**config.mk**
```make
export PLATFORM = sky130hd
export DESIGN_NAME = pipeline_hazard_ctrl
export DESIGN_NICKNAME = d
export VERILOG_FILES = /design/src/rtl/hazard_pkg.sv /design/src/rtl/fwd_select.sv /design/src/rtl/pipeline_hazard_ctrl.sv
export SDC_FILE = /design/constraint.sdc
export NUM_CORES = 1
export LEC_CHECK = 0
export BUFFER_PORTS_ARGS = -buffer_cell sky130_fd_sc_hd__buf_4
export CAP_MARGIN = 30
export CORE_AREA = 5 5 57 110
export CTS_CLUSTER_SIZE = 28
export DETAILED_ROUTE_END_ITERATION = 6
export DIE_AREA = 0 0 62 115
export GPL_TIMING_DRIVEN = 0
export PLACE_DENSITY = 0.79
export SETUP_SLACK_MARGIN = 0.3
export SLEW_MARGIN = 20
export SYNTH_ARGS = -nofsm -noshare
export SYNTH_HDL_FRONTEND = slang
export SYNTH_SLANG_ARGS = --single-unit
```
**constraint.sdc**
```tcl
create_clock -name CLK -period 2.2 [get_ports CLK]
set_input_delay 0.22 -clock CLK [delete_from_list [all_inputs] [get_ports CLK]]
set_output_delay 0.22 -clock CLK [all_outputs]
set_load 0.01 [all_outputs]
```
**src/rtl/hazard_pkg.sv**
```systemverilog
// Shared types for the pipeline hazard controller: scoreboard entry and forward select.
// Register fields are stored at a fixed maximum width so the struct need not be parametrised.
package hazard_pkg;
    localparam int RW_MAX   = 8;
    localparam int FSEL_MAX = 3;

    typedef logic [RW_MAX-1:0]   reg_addr_t;
    typedef logic [FSEL_MAX-1:0] fwd_sel_t;

    localparam fwd_sel_t FWD_RF = '0;

    typedef struct packed {
        logic      valid;
        logic      wen;
        reg_addr_t wsel;
        logic      load;
        logic      memop;
        reg_addr_t rs;
        reg_addr_t rt;
        logic      halt;
    } sb_entry_t;
endpackage

```
**src/rtl/fwd_select.sv**
```systemverilog
// Youngest-match forward-source encoder over scoreboard entries 2..NREG-1.
// Purely combinational; returns k for a match in entry k+1, FWD_RF when nothing matches.
module fwd_select
    import hazard_pkg::*;
#(
    parameter int NREG  = 4,
    parameter int FSELW = $clog2(NREG)
) (
    input  sb_entry_t        ent_i [NREG-1:1],
    input  reg_addr_t        src_i,
    output logic [FSELW-1:0] sel_o
);
    fwd_sel_t sel_full;
    logic     unused_ok;

    always_comb begin
        sel_full  = FWD_RF;
        unused_ok = 1'b0;
        // Oldest first so the youngest match overwrites; a load still in entry 2 has no data yet.
        for (int k = NREG-2; k >= 1; k--) begin
            if (ent_i[k+1].valid && ent_i[k+1].wen && (ent_i[k+1].wsel != '0) &&
                (ent_i[k+1].wsel == src_i) && !((k == 1) && ent_i[k+1].load)) begin
                sel_full = fwd_sel_t'(k);
            end
        end
        for (int k = 1; k <= NREG-1; k++) begin
            unused_ok = unused_ok ^ (^ent_i[k]);
        end
        unused_ok = unused_ok ^ (^sel_full);
    end

    assign sel_o = FSELW'(sel_full);
endmodule

```
**src/rtl/pipeline_hazard_ctrl.sv**
```systemverilog
// Pipeline enable/flush/forward control from a scoreboard of in-flight instructions; outputs are
// combinational, halt latches one cycle after leaving the last reg. HAZARD_PERF_EN adds perf counters.
module pipeline_hazard_ctrl
    import hazard_pkg::*;
#(
    parameter int NREG  = 4,
    parameter int RW    = 5,
    parameter int FSELW = $clog2(NREG)
) (
    input  logic             CLK,
    input  logic             RST,
    input  logic             ihit,
    input  logic             dhit,
    input  logic [RW-1:0]    id_rs,
    input  logic [RW-1:0]    id_rt,
    input  logic [RW-1:0]    id_wsel,
    input  logic             id_wen,
    input  logic             id_load,
    input  logic             id_memop,
    input  logic             id_halt,
    input  logic             ex_taken,
    output logic             pc_en,
    output logic [NREG-1:0]  stage_en,
    output logic [NREG-1:0]  stage_flush,
    output logic [FSELW-1:0] fwd_a,
    output logic [FSELW-1:0] fwd_b,
`ifdef HAZARD_PERF_EN
    output logic [31:0]      stall_cnt,
    output logic [31:0]      flush_cnt,
    output logic [31:0]      fwd_cnt,
`endif
    output logic             halt
);
    sb_entry_t sb_q [NREG-1:1];
    sb_entry_t sb_d [NREG-1:1];
    sb_entry_t id_ent;
    logic      halt_q, halt_d;
    logic      mem_busy, load_use, halting;

    assign id_ent = '{valid: 1'b1, wen: id_wen, wsel: reg_addr_t'(id_wsel), load: id_load,
                      memop: id_memop, rs: reg_addr_t'(id_rs), rt: reg_addr_t'(id_rt),
                      halt: id_halt};

    assign mem_busy = sb_q[2].valid && sb_q[2].memop && !dhit;
    assign load_use = sb_q[1].valid && sb_q[1].load && (sb_q[1].wsel != '0) &&
                      ((sb_q[1].wsel == id_ent.rs) || (sb_q[1].wsel == id_ent.rt));

    always_comb begin
        halting = 1'b0;
        for (int k = 1; k <= NREG-1; k++) begin
            halting = halting | (sb_q[k].valid & sb_q[k].halt);
        end
    end

    always_comb begin
        pc_en       = 1'b1;
        stage_en    = '1;
        stage_flush = '0;
        if (RST || halt_q) begin
            pc_en       = 1'b0;
            stage_en    = '0;
            stage_flush = '1;
        end else if (mem_busy) begin
            pc_en    = 1'b0;
            stage_en = '0;
        end else if (ex_taken) begin
            stage_flush[1:0] = 2'b11;
        end else if (load_use) begin
            pc_en          = 1'b0;
            stage_en[0]    = 1'b0;
            stage_flush[1] = 1'b1;
        end else if (halting || !ihit) begin
            pc_en          = 1'b0;
            stage_flush[0] = 1'b1;
        end
    end

    // Stages 1..NREG-1 always share one enable, so stage_en[1] is the scoreboard advance.
    always_comb begin
        sb_d   = sb_q;
        halt_d = halt_q;
        if (stage_en[1]) begin
            for (int k = NREG-1; k >= 2; k--) begin
                sb_d[k] = sb_q[k-1];
            end
            sb_d[1] = stage_flush[1] ? '0 : id_ent;
        end
        if (sb_q[NREG-1].valid && sb_q[NREG-1].halt && stage_en[NREG-1]) begin
            halt_d = 1'b1;
        end
    end

    always_ff @(posedge CLK or posedge RST) begin
        if (RST) begin
            for (int k = 1; k <= NREG-1; k++) begin
                sb_q[k] <= '0;
            end
            halt_q <= 1'b0;
        end else begin
            sb_q   <= sb_d;
            halt_q <= halt_d;
        end
    end

    assign halt = halt_q;

    fwd_select #(.NREG(NREG), .FSELW(FSELW)) u_fwd_a (
        .ent_i (sb_q),
        .src_i (sb_q[1].rs),
        .sel_o (fwd_a)
    );

    fwd_select #(.NREG(NREG), .FSELW(FSELW)) u_fwd_b (
        .ent_i (sb_q),
        .src_i (sb_q[1].rt),
        .sel_o (fwd_b)
    );

`ifdef HAZARD_PERF_EN
    logic [31:0] stall_cnt_q, flush_cnt_q, fwd_cnt_q;

    always_ff @(posedge CLK or posedge RST) begin
        if (RST) begin
            stall_cnt_q <= '0;
            flush_cnt_q <= '0;
            fwd_cnt_q   <= '0;
        end else begin
            if (!pc_en && !halt_q) stall_cnt_q <= stall_cnt_q + 32'd1;
            if (ex_taken && stage_en[1]) flush_cnt_q <= flush_cnt_q + 32'd1;
            if (((fwd_a != '0) || (fwd_b != '0)) && stage_en[1]) fwd_cnt_q <= fwd_cnt_q + 32'd1;
        end
    end

    assign stall_cnt = stall_cnt_q;
    assign flush_cnt = flush_cnt_q;
    assign fwd_cnt   = fwd_cnt_q;
`endif
endmodule

```
==> results of run 1 <==
[worst max-delay path, cell delays in order, from the launching register on]
cell	delay [ns]
sky130_fd_sc_hd__dfrtp_2	0.42
sky130_fd_sc_hd__or4_4	0.55
sky130_fd_sc_hd__o211ai_4	0.27
sky130_fd_sc_hd__nor2_2	0.06
sky130_fd_sc_hd__a221o_1	0.33
sky130_fd_sc_hd__buf_6	0.13
[where the power goes]
| part | leakage (µW) | switching, µW | internal [µW] |
|---|---|---|---|
| combinational | 0.000963 | 1200 | 1060 |
| sequential | 0.000484 | 373 | 1040 |
| clock | 0.0000548 | 278 | 342 |
[flip-flops by register name (all words and copies together) (netlist names)]
signal / flops
halt: 1
sb_q: 38
[cells in the final DEF (no fill, tap or decap), types with 8 or more instances in the layout]
cell,Yosys,routed
sky130_fd_sc_hd__nand2_1,74,74
sky130_fd_sc_hd__buf_6,2,8
sky130_fd_sc_hd__xnor2_1,18,17
sky130_fd_sc_hd__xor2_1,12,12
sky130_fd_sc_hd__o211ai_2,19,19
sky130_fd_sc_hd__nand4b_1,19,19
sky130_fd_sc_hd__nand3b_1,20,20
sky130_fd_sc_hd__buf_4,3,57
sky130_fd_sc_hd__dfrtp_1,39,34
[final timing paths]
kind	slack, ns	to	from
min in group asynchronous	0.46	sb_q[27]	RST
max reg2reg	0.32	sb_q[10]	sb_q[22]
max in group asynchronous	1.29	sb_q[57]	RST
min	0.21	sb_q[20]	id_wsel[1]
max	-0.08	stage_flush[1]	sb_q[22]
min reg2reg	0.52	sb_q[58]	sb_q[29]
[Yosys cell counts (all sizes together)]
cell type,instances
a22oi,1
nand2,74
buf,14
o21ai,3
nand3,7
dfrtp,39
a31oi,1
a211oi,1
o211ai,21
inv,4
nand4b,19
nor3,4
and3b,1
clkbuf,7
nand3b,20
a31o,1
a21oi,2
nor4,3
or4,4
o22ai,1
nor2,4
xnor2,18
xor2,12
a221o,1
o2111ai,1
a221oi,1
[per-layer routing]
metal / routed length, µm / track usage / vias to the layer above
li1: - / - / 1060
met1: 2570 / 0.244 / 1130
met2: 3950 / 0.358 / 122
met3: 453 / 0.0382 / 41
met4: 417 / 0.106 / 0
met5: 0 / 0 / -
[cells by family (layout without fill, tap and decap cells)]
logic type | count (synthesis) | in the layout | share of synthesized area
XOR/XNOR | 30 | 30 | 0.106
flip-flops | 39 | 39 | 0.393
AO/OA/AOI/OAI | 34 | 34 | 0.154
AND/OR/NAND/NOR | 136 | 136 | 0.295
buffers and inverters | 25 | 94 | 0.0523
[metrics by stage]
stage                     hold slack, ns  setup TNS, ns  total power, µW  worst slack [ns]  cells
after floorplan                    0.408              0             2570             0.349    264
after global placement             0.468              0             3000             0.152    361
after detailed placement           0.204              0             3100            0.0854    362
after CTS                          0.209         -0.223             4020           -0.0833    385
after global routing               0.215         -0.478             4540            -0.136    393
final                              0.214         -0.150             4290           -0.0762    393
[layout make-up]
cell class                 instances  area share
clock buffer                       5      0.0209
timing repair buffer              61       0.149
tap                               60      0.0228
clock inverter                     3      0.0141
buffer                            21      0.0433
multi-input combinational        200       0.447
inverter                           4     0.00456
sequential                        39       0.298
[what timing repair did]
action                                 4_1_cts  5_1_grt
gates resized for setup                     19       15
endpoints found under the hold margin       12        0
pin swaps                                   13       14
setup endpoints to repair                   11       16
hold buffers                                 1        0
cloned                                       0        1
setup buffers                               14        7
==> flow_summary.html, run 1 <==
<table>
<tr><th>Metric</th><th>Value</th></tr>
<tr><th colspan="2">Synthesis</th></tr>
<tr><td>Leading cell types by total area after synthesis</td><td>sky130_fd_sc_hd__dfrtp_1 39%, sky130_fd_sc_hd__nand2_1 11%, sky130_fd_sc_hd__o211ai_2 9.6%</td></tr>
<tr><td>Count of state elements after synthesis</td><td>39</td></tr>
<tr><td>Number of unique standard cell types used by synthesis</td><td>37</td></tr>
<tr><td>Post-synthesis cell area</td><td>2490 µm²</td></tr>
<tr><td>Synth Net Count</td><td>288</td></tr>
<tr><td>Library cell with the largest summed area after synthesis</td><td>sky130_fd_sc_hd__dfrtp_1</td></tr>
<tr><td>Mean instance size in the synthesized netlist</td><td>9.42 µm²</td></tr>
<tr><td>Syn. warnings</td><td>0</td></tr>
<tr><td>Sequential share of the synthesized area</td><td>0.393</td></tr>
<tr><td>Fraction of post-synthesis cell area in the top cell type by area</td><td>0.393</td></tr>
<tr><td>Synth Instances</td><td>264</td></tr>
<tr><th colspan="2">Status</th></tr>
<tr><td>Status</td><td>complete, but fails checks</td></tr>
<tr><td>Violations in the final reports</td><td>negative setup slack</td></tr>
<tr><th colspan="2">Clock tree</th></tr>
<tr><td>TritonCTS buffer count</td><td>5</td></tr>
<tr><td>Number of sinks handled by clock tree synthesis</td><td>39</td></tr>
<tr><td>Clock Latency Late Sink</td><td>0.30 ns</td></tr>
<tr><td>H-tree depth</td><td>2</td></tr>
<tr><td>Clock-pin slew on the worst setup and hold paths</td><td>0.08 ns</td></tr>
<tr><td>Cell at the root of the clock tree</td><td>sky130_fd_sc_hd__clkbuf_8</td></tr>
<tr><td>TritonCTS clock tree</td><td>built</td></tr>
<tr><td>Number of buffers on the longest clock path</td><td>2</td></tr>
<tr><th colspan="2">Setup path</th></tr>
<tr><td>Type of origin of the critical path</td><td>flip-flop</td></tr>
<tr><td>Critical path peak fanout</td><td>5</td></tr>
<tr><td>Worst endpoint required time</td><td>1.98 ns</td></tr>
<tr><td>Number of cells traversed by the worst register-to-register path</td><td>7</td></tr>
<tr><td>Type of the setup path with the least slack</td><td>flip-flop to primary output</td></tr>
<tr><td>Critical path data arrival time</td><td>between 2 and 2.5 ns</td></tr>
<tr><td>Nature of the critical path endpoint</td><td>primary output</td></tr>
<tr><th colspan="2">Detailed routing</th></tr>
<tr><td>Routed wire length</td><td>7.39 mm</td></tr>
<tr><td>Count of antenna-violating nets left after detailed routing</td><td>0</td></tr>
<tr><td>First DRT Iteration DRCs</td><td>157</td></tr>
<tr><td>DRC errors left</td><td>0</td></tr>
<tr><td>Total via count after detailed routing</td><td>2353</td></tr>
<tr><td>Avg Vias per Cell</td><td>about 6</td></tr>
<tr><td>Router iterations before antenna repair</td><td>4</td></tr>
<tr><td>Detailed-route wire length per cell</td><td>approximately 19 µm</td></tr>
<tr><th colspan="2">Floorplan</th></tr>
<tr><td>Die width</td><td>62 µm</td></tr>
<tr><td>Total die area</td><td>7130 µm²</td></tr>
<tr><td>Die Ht</td><td>between 100 and 150 µm</td></tr>
<tr><td>Core footprint</td><td>5330 µm²</td></tr>
<tr><td>Boundary Pins</td><td>38</td></tr>
<tr><td>Initial Util</td><td>0.467</td></tr>
<tr><td>FP Rows</td><td>38</td></tr>
<tr><th colspan="2">Global route</th></tr>
<tr><td>Global-route congestion overflow total</td><td>0</td></tr>
<tr><td>Initial antenna violation count</td><td>0</td></tr>
<tr><td>Maximum number of pins on one net before global-route repair</td><td>28</td></tr>
<tr><td>First-pass GRT wire length</td><td>~11 mm</td></tr>
<tr><td>Vias in the first global route</td><td>2399</td></tr>
<tr><td>Global router's overall resource usage</td><td>0.212</td></tr>
<tr><th colspan="2">Worst hold path</th></tr>
<tr><td>Worst hold path depth</td><td>3</td></tr>
<tr><td>Worst min path class</td><td>input pin to flip-flop</td></tr>
<tr><th colspan="2">STA</th></tr>
<tr><td>Max Transition Viols Final</td><td>0</td></tr>
<tr><td>Fmax</td><td>between 0.4 and 0.5 GHz</td></tr>
<tr><td>Setup Viol. Count Final</td><td>4</td></tr>
<tr><td>Final Critical Period</td><td>2.28 ns</td></tr>
<tr><td>Setup slack after layout</td><td>-0.0762 ns</td></tr>
<tr><td>Unrepaired setup endpoints after global routing</td><td>yes</td></tr>
<tr><td>Period utilization</td><td>1.03</td></tr>
<tr><td>Relative max-transition margin</td><td>0.679</td></tr>
<tr><td>Actual transition at the worst max-transition pin</td><td>0.482 ns</td></tr>
<tr><td>Hold Vio Cnt, Final</td><td>0</td></tr>
<tr><td>Post-Route Skew</td><td>0.00588 ns</td></tr>
<tr><th colspan="2">Final layout</th></tr>
<tr><td>Layout net count</td><td>approximately 360</td></tr>
<tr><td>Layout overhead on the synthesized area</td><td>32.4%</td></tr>
<tr><td>Register area</td><td>between 900 and 1000 µm²</td></tr>
<tr><td>Count of filler cells inserted in the layout</td><td>428</td></tr>
<tr><td>Multi-input combinational cell area</td><td>1470 µm²</td></tr>
<tr><td>Area of all placed cells without fillers</td><td>3290 µm²</td></tr>
<tr><td>Layout cell share with drive strength beyond 1</td><td>0.375</td></tr>
<tr><td>Finished Core Util</td><td>0.618</td></tr>
<tr><td>Antenna Diode Count</td><td>0</td></tr>
<tr><th colspan="2">Power</th></tr>
<tr><td>Total power divided by cell area</td><td>1300 nW/µm²</td></tr>
<tr><td>Static Leakage</td><td>0.00150 µW</td></tr>
<tr><td>VDD IR max</td><td>0.963 mV</td></tr>
<tr><th colspan="2">Placement</th></tr>
<tr><td>Final weighted congestion of routability-driven global placement</td><td>0.895</td></tr>
<tr><td>Cell area after placement</td><td>2860 µm²</td></tr>
<tr><td>Port-buffer cells</td><td>37</td></tr>
<tr><td>Detailed placement HPWL</td><td>4.92 mm</td></tr>
<tr><th colspan="2">Job</th></tr>
<tr><td>Max-cap viol count</td><td>0</td></tr>
</table>
(Power assumes the default switching activity.)
==> run 2: changes to the inputs <==
--- a/config.mk
+++ b/config.mk
@@ -13,6 +13,7 @@
 export DIE_AREA = 0 0 62 115
 export GPL_TIMING_DRIVEN = 0
 export PLACE_DENSITY = 0.79
+export REMOVE_ABC_BUFFERS = 1
 export SETUP_SLACK_MARGIN = 0.3
 export SLEW_MARGIN = 20
 export SYNTH_ARGS = -nofsm -noshare
==> flow_summary.html, run 2 (synthesis gave the netlist of run 1 again) <==
<table>
<tr><th>Metric</th><th>Value</th></tr>
<tr><th colspan="2">Clock tree</th></tr>
<tr><td>TritonCTS buffer count</td><td>5 (unchanged)</td></tr>
<tr><td>Cell at the root of the clock tree</td><td>sky130_fd_sc_hd__clkbuf_8</td></tr>
<tr><td>Clock Latency Late Sink</td><td>0.29 ns (about the same)</td></tr>
<tr><td>Clock-pin slew on the worst setup and hold paths</td><td>0.07 ns (about the same)</td></tr>
<tr><td>Number of sinks handled by clock tree synthesis</td><td>39 (unchanged)</td></tr>
<tr><td>TritonCTS clock tree</td><td>built</td></tr>
<tr><td>H-tree depth</td><td>2 (unchanged)</td></tr>
<tr><td>Number of buffers on the longest clock path</td><td>2 (unchanged)</td></tr>
<tr><th colspan="2">Global route</th></tr>
<tr><td>First-pass GRT wire length</td><td>10.4 mm (-8.7%)</td></tr>
<tr><td>Maximum number of pins on one net before global-route repair</td><td>62 (+120%)</td></tr>
<tr><td>Vias in the first global route</td><td>2184 (-9.0%)</td></tr>
<tr><td>Global-route congestion overflow total</td><td>0 (unchanged)</td></tr>
<tr><td>Initial antenna violation count</td><td>0 (unchanged)</td></tr>
<tr><td>Global router's overall resource usage</td><td>0.189 (-0.0231)</td></tr>
<tr><th colspan="2">Floorplan</th></tr>
<tr><td>Core footprint</td><td>5330 µm² (unchanged)</td></tr>
<tr><td>Die width</td><td>62 µm (unchanged)</td></tr>
<tr><td>Initial Util</td><td>0.467 (unchanged)</td></tr>
<tr><td>Boundary Pins</td><td>38 (unchanged)</td></tr>
<tr><td>Total die area</td><td>7130 µm² (unchanged)</td></tr>
<tr><td>Die Ht</td><td>115 µm (unchanged)</td></tr>
<tr><td>FP Rows</td><td>38 (unchanged)</td></tr>
<tr><th colspan="2">Placement</th></tr>
<tr><td>Final weighted congestion of routability-driven global placement</td><td>0.790 (-12%)</td></tr>
<tr><td>Number of cells after detailed placement</td><td>342 (-5.5%)</td></tr>
<tr><td>Detailed placement HPWL</td><td>3.86 mm (-22%)</td></tr>
<tr><td>Port-buffer cells</td><td>37 (unchanged)</td></tr>
<tr><th colspan="2">Setup path</th></tr>
<tr><td>Critical path peak fanout</td><td>4 (-1)</td></tr>
<tr><td>Type of origin of the critical path</td><td>flip-flop</td></tr>
<tr><td>Reg-to-Reg End</td><td>sb_q[11]</td></tr>
<tr><td>Worst endpoint required time</td><td>1.98 ns (about the same)</td></tr>
<tr><td>Maximum single-stage delay on the critical path</td><td>0.57 ns (+0.02 ns)</td></tr>
<tr><td>Number of cells traversed by the worst register-to-register path</td><td>5 (-2)</td></tr>
<tr><td>Crit Reg-Reg Startpoint</td><td>sb_q[19]</td></tr>
<tr><td>Ordered list of cells on the worst path</td><td>or4_4 &gt; o211ai_4 &gt; nor2_2 &gt; a221o_1 &gt; buf_6</td></tr>
<tr><td>Nature of the critical path endpoint</td><td>primary output</td></tr>
<tr><td>R2R setup slack</td><td>0.18 ns (-0.14 ns)</td></tr>
<tr><td>Critical path's slowest cell</td><td>sky130_fd_sc_hd__or4_4</td></tr>
<tr><td>Critical path data arrival time</td><td>2.01 ns (-0.05 ns)</td></tr>
<tr><td>Type of the setup path with the least slack</td><td>flip-flop to primary output</td></tr>
<tr><th colspan="2">STA</th></tr>
<tr><td>Max Transition Viols Final</td><td>0 (unchanged)</td></tr>
<tr><td>Final Critical Period</td><td>2.23 ns (-0.0422 ns)</td></tr>
<tr><td>Actual transition at the worst max-transition pin</td><td>0.600 ns (+0.119 ns)</td></tr>
<tr><td>Post-Route Skew</td><td>0.00443 ns (-0.00145 ns)</td></tr>
<tr><td>Setup Viol. Count Final</td><td>3 (-1)</td></tr>
<tr><td>Unrepaired setup endpoints after global routing</td><td>yes</td></tr>
<tr><td>Hold Vio Cnt, Final</td><td>0 (unchanged)</td></tr>
<tr><td>Fmax</td><td>0.448 GHz (+1.9%)</td></tr>
<tr><td>Setup slack after layout</td><td>-0.0340 ns (+0.0422 ns)</td></tr>
<tr><td>Post-route worst hold slack</td><td>0.212 ns (-0.00115 ns)</td></tr>
<tr><td>Period utilization</td><td>1.02 (-0.0192)</td></tr>
<tr><td>Relative max-transition margin</td><td>0.599 (-0.0802)</td></tr>
<tr><th colspan="2">Detailed routing</th></tr>
<tr><td>Count of antenna-violating nets left after detailed routing</td><td>0 (unchanged)</td></tr>
<tr><td>Total via count after detailed routing</td><td>2210 (-6.1%)</td></tr>
<tr><td>Router iterations before antenna repair</td><td>4 (unchanged)</td></tr>
<tr><td>Avg Vias per Cell</td><td>5.79 (-3.4%)</td></tr>
<tr><td>Detailed-route wire length per cell</td><td>17.0 µm (-9.4%)</td></tr>
<tr><td>First DRT Iteration DRCs</td><td>117 (-25%)</td></tr>
<tr><td>DRC errors left</td><td>0 (unchanged)</td></tr>
<tr><td>Routed wire length</td><td>6.51 mm (-12%)</td></tr>
<tr><th colspan="2">Worst hold path</th></tr>
<tr><td>Start point of the worst min-delay path</td><td>id_wsel[0]</td></tr>
<tr><td>Worst min path class</td><td>input pin to flip-flop</td></tr>
<tr><td>Worst min-delay path endpoint</td><td>sb_q[19]</td></tr>
<tr><td>Worst hold path depth</td><td>3 (unchanged)</td></tr>
<tr><th colspan="2">Final layout</th></tr>
<tr><td>Antenna Diode Count</td><td>0 (unchanged)</td></tr>
<tr><td>Final Non-Filler Cells</td><td>382 (-2.8%)</td></tr>
<tr><td>Commonest cells after routing, fill and taps aside</td><td>73 x sky130_fd_sc_hd__nand2_1, 63 x sky130_fd_sc_hd__buf_4, 34 x sky130_fd_sc_hd__dfrtp_1</td></tr>
<tr><td>Commonest non-fill, non-tap cell in the layout</td><td>sky130_fd_sc_hd__nand2_1</td></tr>
<tr><td>Most flop-heavy register</td><td>sb_q</td></tr>
<tr><td>Layout overhead on the synthesized area</td><td>29.7%</td></tr>
<tr><td>Layout net count</td><td>345 (-3.1%)</td></tr>
<tr><td>Layout cell share with drive strength beyond 1</td><td>0.363 (-0.0120)</td></tr>
<tr><td>Max reg flops</td><td>38 (unchanged)</td></tr>
<tr><th colspan="2">Power</th></tr>
<tr><td>Pwr Total</td><td>4010 µW (-6.5%)</td></tr>
<tr><td>Total power divided by cell area</td><td>1240 nW/µm² (-4.5%)</td></tr>
<tr><td>VDD IR max</td><td>0.993 mV (+3.1%)</td></tr>
<tr><td>Static Leakage</td><td>0.00145 µW (-3.3%)</td></tr>
<tr><th colspan="2">Status</th></tr>
<tr><td>Status</td><td>complete, but fails checks</td></tr>
<tr><td>Violations in the final reports</td><td>negative setup slack</td></tr>
<tr><th colspan="2">Job</th></tr>
<tr><td>Max-cap viol count</td><td>0 (unchanged)</td></tr>
</table>
==> run 2: cell types whose count changed in the layout (fill, tap and decap cells not counted), moves of 2 or more <==
cell,previous run,this run
sky130_fd_sc_hd__buf_4,57,63
sky130_fd_sc_hd__buf_6,8,2
sky130_fd_sc_hd__buf_2,5,0
sky130_fd_sc_hd__clkbuf_1,7,2
sky130_fd_sc_hd__buf_8,2,0
==> run 2: power breakdown <==
group | switching (µW) | total (µW) | leakage [µW] | internal (µW)
clock network | 243 | 466 | 0.0000422 | 222
registers | 398 | 1440 | 0.000484 | 1040
logic | 1120 | 2110 | 0.000926 | 990
==> run 2: repair_timing <==
item	in CTS	in global routing
pin swaps	7	13
cloned	2	1
hold endpoints to repair	7	0
resized for setup	16	8
setup buffers	10	18
hold buffers	1	0
setup endpoints to repair	49	30
==> run 2: layout make-up <==
class / instances / area, µm²
timing repair buffer: 68 / 553
inverter: 4 / 41.3
fill: 428 / 2100
clock inverter: 1 / 5.00
tap: 60 / 75.1
clock buffer: 7 / 76.3
multi-input combinational: 203 / 1490
sequential: 39 / 982
==> run 2: metal layers <==
metal  vias up  part of all wire  wire length [µm]  GRT usage
li1       1043                 -                 -          -
met5         -                 0                 0          0
met3        16             0.048               310     0.0270
met2        72              0.52              3390      0.291
met1      1079              0.41              2660      0.263
met4         0             0.024               157     0.0708
==> run 2: how the worst max path moves through the flow <==
stage | depth (start not counted) | startpoint | end
after floorplan | 5 | halt | sb_q[10]
after global placement | 4 | halt | stage_en[1]
after detailed placement | 5 | halt | sb_q[13]
after CTS | 5 | sb_q[19] | stage_flush[1]
after global routing | 5 | sb_q[19] | stage_flush[0]
final | 5 | sb_q[19] | stage_flush[1]
==> run 2: worst max-delay path, delay by kind of cell (launching register included) <==
family,cells,cell delay [ns]
flip-flops,1,0.41
buffers and inverters,1,0.12
AO/OA/AOI/OAI,2,0.56
AND/OR/NAND/NOR,2,0.62
==> run 2: stage by stage <==
step                      utilization  setup TNS [ns]  cell area (µm²)  setup WS [ns]
after detailed placement        0.522          -14.27             2780         -0.491
after floorplan                     -           -5.76             2370         -0.227
final                           0.605         -0.0843             3220        -0.0340
after global placement          0.512          -32.45             2720         -0.870
after global routing            0.605          -0.256             3220        -0.0796
after CTS                       0.567          -0.205             3020        -0.0572
